--- src/rtl/blocking_in_sequencer_pkg.sv ---
// Shared types for the blocking-input sequencer.
//   seq_state_e  : READ (collecting input words) / WRITE (offering the result)
//   MODE_STRICT  : channels are read in fixed index order
//   MODE_RR      : channels are read round-robin, ready-first
//   clog2()      : width of a channel index
package blocking_seq_types;

    typedef enum logic {
        READ  = 1'b0,
        WRITE = 1'b1
    } seq_state_e;

    localparam int MODE_STRICT = 0;
    localparam int MODE_RR     = 1;

    function automatic int clog2(input int n);
        int r;
        r = 0;
        while ((1 << r) < n) r++;
        return r;
    endfunction

endpackage

--- src/rtl/blocking_in_sequencer_rr_grant.sv ---
// One-hot first-set search over req, starting at start and wrapping.
//   req      in  CHANNELS  request vector
//   start    in  IW        index searched first
//   gnt      out CHANNELS  one-hot grant (zero when no request)
//   gnt_idx  out IW        index of the granted bit (0 when no grant)
module rr_grant
    import blocking_seq_types::*;
#(
    parameter int CHANNELS = 4,
    localparam int IW = clog2(CHANNELS)
) (
    input  logic [CHANNELS-1:0] req,
    input  logic [IW-1:0]       start,
    output logic [CHANNELS-1:0] gnt,
    output logic [IW-1:0]       gnt_idx
);

    always_comb begin
        int          pos;
        logic [IW-1:0] j;
        logic        found;
        gnt     = '0;
        gnt_idx = '0;
        found   = 1'b0;
        pos     = 0;
        j       = '0;
        for (int k = 0; k < CHANNELS; k++) begin
            pos = int'(start) + k;
            if (pos >= CHANNELS) pos = pos - CHANNELS;
            j = pos[IW-1:0];
            if (!found && req[j]) begin
                gnt[j]  = 1'b1;
                gnt_idx = j;
                found   = 1'b1;
            end
        end
    end

endmodule

--- src/rtl/blocking_in_sequencer.sv ---
// Collects one word from each of CHANNELS blocking input channels per round,
// accumulates them onto VAR_INIT and offers the sum on a blocking output.
//   clk, rst         clock; asynchronous active-high reset
//   ch_in            CHANNELS packed words, channel 0 in the low bits
//   ch_in_sync       partner has data on channel i
//   ch_in_notify     block takes channel i this cycle (if synced)
//   res_out          accumulated result (zero outside WRITE)
//   res_out_sync     consumer ready
//   res_out_notify   res_out valid
//   nb_result        sticky signed overflow of the current round
//
// state | meaning
// READ  | taking one word per cycle until every channel of the round is in
// WRITE | result offered; reload and return to READ on output transfer
module blocking_in_sequencer
    import blocking_seq_types::*;
#(
    parameter int WIDTH    = 32,
    parameter int CHANNELS = 2,
    parameter int VAR_INIT = 4,
    parameter int MODE     = 0
) (
    input  logic                      clk,
    input  logic                      rst,
    input  logic [CHANNELS*WIDTH-1:0] ch_in,
    input  logic [CHANNELS-1:0]       ch_in_sync,
    output logic [CHANNELS-1:0]       ch_in_notify,
    output logic [WIDTH-1:0]          res_out,
    input  logic                      res_out_sync,
    output logic                      res_out_notify,
    output logic                      nb_result
);

    localparam int IW = clog2(CHANNELS);

    seq_state_e                state_q, state_d;
    logic signed [WIDTH-1:0]   var_q, var_d;
    logic [CHANNELS-1:0]       pending_q, pending_d;
    logic [IW-1:0]             ptr_q, ptr_d;
    logic                      nb_q, nb_d;
    logic [CHANNELS-1:0]       notify_q, notify_d;

    logic signed [WIDTH-1:0]   ch_word [CHANNELS];
    logic [IW-1:0]             sel;
    logic signed [WIDTH-1:0]   din;
    logic signed [WIDTH-1:0]   sum;
    logic                      ovf;
    logic                      xfer;

    for (genvar i = 0; i < CHANNELS; i++) begin : g_split
        assign ch_word[i] = ch_in[i*WIDTH +: WIDTH];
    end

    // ptr_q serves as idx in strict mode and rr_ptr in round-robin mode.
    // Both advance to (granted channel + 1) mod CHANNELS on every read, so
    // one register covers either mode.
    if (MODE == MODE_RR) begin : g_rr
        logic [CHANNELS-1:0] req;
        logic [CHANNELS-1:0] gnt;
        logic [IW-1:0]       gnt_idx;

        assign req = (state_q == READ && !rst) ? (pending_q & ch_in_sync) : '0;

        rr_grant #(.CHANNELS(CHANNELS)) u_grant (
            .req     (req),
            .start   (ptr_q),
            .gnt     (gnt),
            .gnt_idx (gnt_idx)
        );

        assign ch_in_notify = gnt;
        assign sel          = gnt_idx;
    end else begin : g_strict
        assign ch_in_notify = notify_q;
        assign sel          = ptr_q;
    end

    assign din  = ch_word[sel];
    assign sum  = var_q + din;
    assign ovf  = (var_q[WIDTH-1] == din[WIDTH-1]) && (sum[WIDTH-1] != var_q[WIDTH-1]);
    assign xfer = (state_q == READ) && |(ch_in_notify & ch_in_sync);

    assign res_out_notify = (state_q == WRITE);
    assign res_out        = (state_q == WRITE) ? var_q : '0;
    assign nb_result      = nb_q;

    always_comb begin
        state_d   = state_q;
        var_d     = var_q;
        pending_d = pending_q;
        ptr_d     = ptr_q;
        nb_d      = nb_q;
        notify_d  = '0;
        case (state_q)
            READ: begin
                if (xfer) begin
                    var_d          = sum;
                    nb_d           = nb_q | ovf;
                    pending_d[sel] = 1'b0;
                    ptr_d          = (sel == IW'(CHANNELS - 1)) ? '0 : sel + 1'b1;
                    if (pending_d == '0) state_d = WRITE;
                end
            end
            WRITE: begin
                if (res_out_sync) begin
                    var_d     = WIDTH'(VAR_INIT);
                    pending_d = '1;
                    nb_d      = 1'b0;
                    state_d   = READ;
                end
            end
            default: state_d = READ;
        endcase
        // Strict-mode notify is registered: it points at the next index to read.
        if (state_d == READ) notify_d[ptr_d] = 1'b1;
    end

    always_ff @(posedge clk or posedge rst) begin
        if (rst) begin
            state_q   <= READ;
            var_q     <= WIDTH'(VAR_INIT);
            pending_q <= '1;
            ptr_q     <= '0;
            nb_q      <= 1'b0;
            notify_q  <= (MODE == MODE_STRICT) ? CHANNELS'(1) : '0;
        end else begin
            state_q   <= state_d;
            var_q     <= var_d;
            pending_q <= pending_d;
            ptr_q     <= ptr_d;
            nb_q      <= nb_d;
            notify_q  <= notify_d;
        end
    end

endmodule

--- config.mk ---
export PLATFORM = sky130hd
export DESIGN_NAME = blocking_in_sequencer
export DESIGN_NICKNAME = d
export VERILOG_FILES = /design/src/rtl/blocking_in_sequencer_pkg.sv /design/src/rtl/blocking_in_sequencer_rr_grant.sv /design/src/rtl/blocking_in_sequencer.sv
export SDC_FILE = /design/constraint.sdc
export NUM_CORES = 1
export LEC_CHECK = 0
export ABC_AREA = 1
export CORE_AREA = 5 5 122 101
export DETAILED_ROUTE_END_ITERATION = 12
export DIE_AREA = 0 0 127 106
export PLACE_DENSITY = 0.66
export SYNTH_ARGS = -nofsm -noshare
export SYNTH_HDL_FRONTEND = slang
export SYNTH_HIERARCHICAL = 1
export SYNTH_SLANG_ARGS = --single-unit
--- constraint.sdc ---
create_clock -name clk -period 3.05 [get_ports clk]
set_input_delay 0.305 -clock clk [delete_from_list [all_inputs] [get_ports clk]]
set_output_delay 0.305 -clock clk [all_outputs]
set_load 0.1 [all_outputs]
==> flow_metrics.tcl <==
set metrics [dict create \
    path_class "reg2reg" \
    track_usage_pct 21.9 \
    period_share_pct 80.0 \
    gr-total-overflow 0 \
    routed_wl_mm 14.4 \
    final_cell_area_sq_um 5530 \
    initial_core_util_pct 38.2 \
    path_buf_inv 2 \
    cts_buffers 5 \
    post_drt_wl_per_cell_um 14.8 \
    clkSlewWorstSetupHoldPaths_ns 0.06 \
    cts_tree "done" \
    place_area_sq_um 5390 \
    drc 0 \
    yosysMostFrequentCell "nand2_1" \
    place.gp.congestion 0.934 \
    worst_slew_pin_slew_ns 0.559 \
    yosys.area.top_type "nand2_1" \
    grt_max_degree 40 \
    numPortBuffers 104 \
    viasPerCell 4.95 \
    max_freq_ghz 0.410 \
    hold_buffers 0 \
    slew_headroom_pct 62.7 \
    peakVddDrop_mv 0.686 \
    syn_inst 724 \
    maxCapViolations 0 \
    antenna_found_initial 0 \
    synth_top_area_share_pct 27.7 \
    antennaDiodeCount 0 \
    grt_pass1_vias 4759 \
    syn_to_final_growth_pct 30.1 \
    vias 4833 \
    cp_slowest_cell "fa_1" \
    cts_sinks 39 \
    place_hpwl_mm 11.5 \
    finalClockSkew_ns 0.00432 \
    drt_iter0_drc 340 \
    cts_root_buffer "clkbuf_16" \
    synthFlopType "dfrtp_1" \
    clockBufferDepth 2 \
    synth.avg_cell_area_sq_um 5.87 \
    antenna_left 0 \
    rows 35 \
    fin_tns_setup_ns 0 \
    drive_gt1_share_pct 12.0 \
    cts-resized-gates 0 \
    cp_top_family "simple AND/OR/NAND/NOR gates" \
    hold_class "in2async" \
    synthTopCellsByArea "nand2_1 28%, dfrtp_1 21%, ha_1 9.1%, inv_1 8.0%, a21oi_1 5.3%" \
    cp-start-kind "register" \
    dr.pass1.iters 5 \
    post-cts-setup-buffers 0 \
    nNetsFinal 928 \
    nFillCells 1213 \
    synth_cell_types 36 \
    finalHoldViolCount 0 \
    run_status "complete, no violations" \
    synth_nets 825 \
    drv_slew 0 \
    crit_chain "inv_1 > buf_4 > nand2_1 > nand2_1 > ha_1 > fa_1 > nand2_1 > o21ai_2 > a21o_1 > nand2_1 > nand2_1 > or2_1 > nand3_1 > nand2_1" \
    yosys_warnings 6 \
    clkLatencyLatePin_ns 0.29 \
    postSynth.asyncResetShare_pct 100 \
    netlist_area_sq_um 4250 \
    yosys-top-cells-count "313 x nand2_1, 90 x inv_1, 52 x nor2_1" \
    io_pins 105 \
    arrival_ns 2.62 \
    crit_required_ns 3.23 \
    crit_path_end_kind "register" \
    setup_viol 0 \
    cp_max_fo 17 \
    slowest_delay_ns 0.44 \
    core-area_sq_um 11100 \
    rsz0062_at_grt "false" \
    crit_path_frequent_cell "nand2_1" \
    min_period_ns 2.44 \
    grt_pass1_wl_mm 23.8 \
    die-width_um 127 \
    synth_seq_cells 39 \
    p_per_area_nw_per_um2 1190 \
    synth_edf_count 0 \
    dieArea_sq_um 13500 \
    die_h_um 106 \
    leakage_nw 3.18 \
    synth_sequential_area_ratio_pct 23.1 \
    h-tree-depth 2 \
]
-- per-stage QoR --
step | util [%] | power, mW | setup slack (ns) | std cells | hold WS [ns]
detailed placement | 48.4 | 6.06 | 0.543 | 968 | 0.462
global placement | 48.4 | 6.00 | 0.567 | 968 | 0.458
global route | 49.7 | 7.25 | 0.366 | 976 | 0.507
finish | 49.7 | 6.60 | 0.611 | 976 | 0.450
CTS | 49.7 | 6.62 | 0.596 | 976 | 0.471
floorplan | - | 4.73 | 0.599 | 724 | 0.421
-- registers in the layout (all words and copies together), names as in the netlist --
register        cells
var_q              32
nb_result           1
pending_q           2
ptr_q               1
ch_in_notify        2
res_out_notify      1
-- worst min-delay path: stages --
cell             delay (ns)
clkdlybuf4s50_1        0.39
inv_1                  0.05
buf_4                  0.46
-- cell families (layout without fill, tap and decap cells) --
| group | after synthesis | in the layout | share of synthesized area (%) |
|---|---|---|---|
| AND/OR/NAND/NOR | 441 | 441 | 43.4 |
| buffers and inverters | 109 | 213 | 9.98 |
| AO/OA/AOI/OAI | 101 | 101 | 13.5 |
| flip-flops | 39 | 39 | 23.1 |
| adder cells (fa/ha/maj) | 32 | 32 | 9.60 |
| XOR/XNOR | 1 | 1 | 0.206 |
| multiplexers | 1 | 1 | 0.236 |
-- report_power, final --
| group | internal (mW) | leakage (nW) | total, mW | switching (mW) |
|---|---|---|---|---|
| combinational | 1.47 | 2.61 | 5.12 | 3.66 |
| sequential | 0.761 | 0.493 | 0.947 | 0.185 |
| clock | 0.299 | 0.0733 | 0.535 | 0.236 |
| total | 2.53 | 3.18 | 6.60 | 4.08 |
-- routing by layer --
layer,vias up,share of wire (%),global-route usage (%),wire length [um]
li1,2485,-,-,-
met1,2189,50,32.1,7250
met2,147,42,33.8,6100
met3,12,6.5,4.42,941
met4,0,0.77,3.45,111
met5,-,0,0,0
-- cell usage in the layout, fill, tap and decap left out, drive strengths merged, types with 5 or more instances in the layout --
| cell type | instances |
|---|---|
| a21oi | 51 |
| buf | 45 |
| clkbuf | 5 |
| clkdlybuf4s50 | 68 |
| dfrtp | 35 |
| ha | 31 |
| inv | 92 |
| nand2 | 332 |
| nand3 | 35 |
| nor2 | 54 |
| nor3 | 9 |
| o21ai | 38 |
-- path summary, 6_finish.rpt --
| path | cells past startpoint | slack, ns | start | to |
|---|---|---|---|---|
| worst max register to register | 14 | 0.61 | ptr_q | var_q[16] |
| worst max-delay path | 14 | 0.61 | ptr_q | var_q[16] |
| max in group asynchronous | 3 | 2.21 | rst | var_q[12] |
| worst min-delay path | 3 | 0.45 | rst | var_q[3] |
| worst min register to register | 2 | 0.47 | pending_q[0] | pending_q[0] |
| min in group clk | 2 | 0.47 | pending_q[0] | pending_q[0] |
-- layout make-up --
type	count	area, sq um	area share [%]
sequential	39	981	17.7
clock buffer	5	125	2.26
timing repair buffer	113	1030	18.7
inverter	92	345	6.25
multi-input combinational	576	2840	51.5
clock inverter	3	15.0	0.272
tap	148	185	3.35
Power figures use the tool's default switching activity.
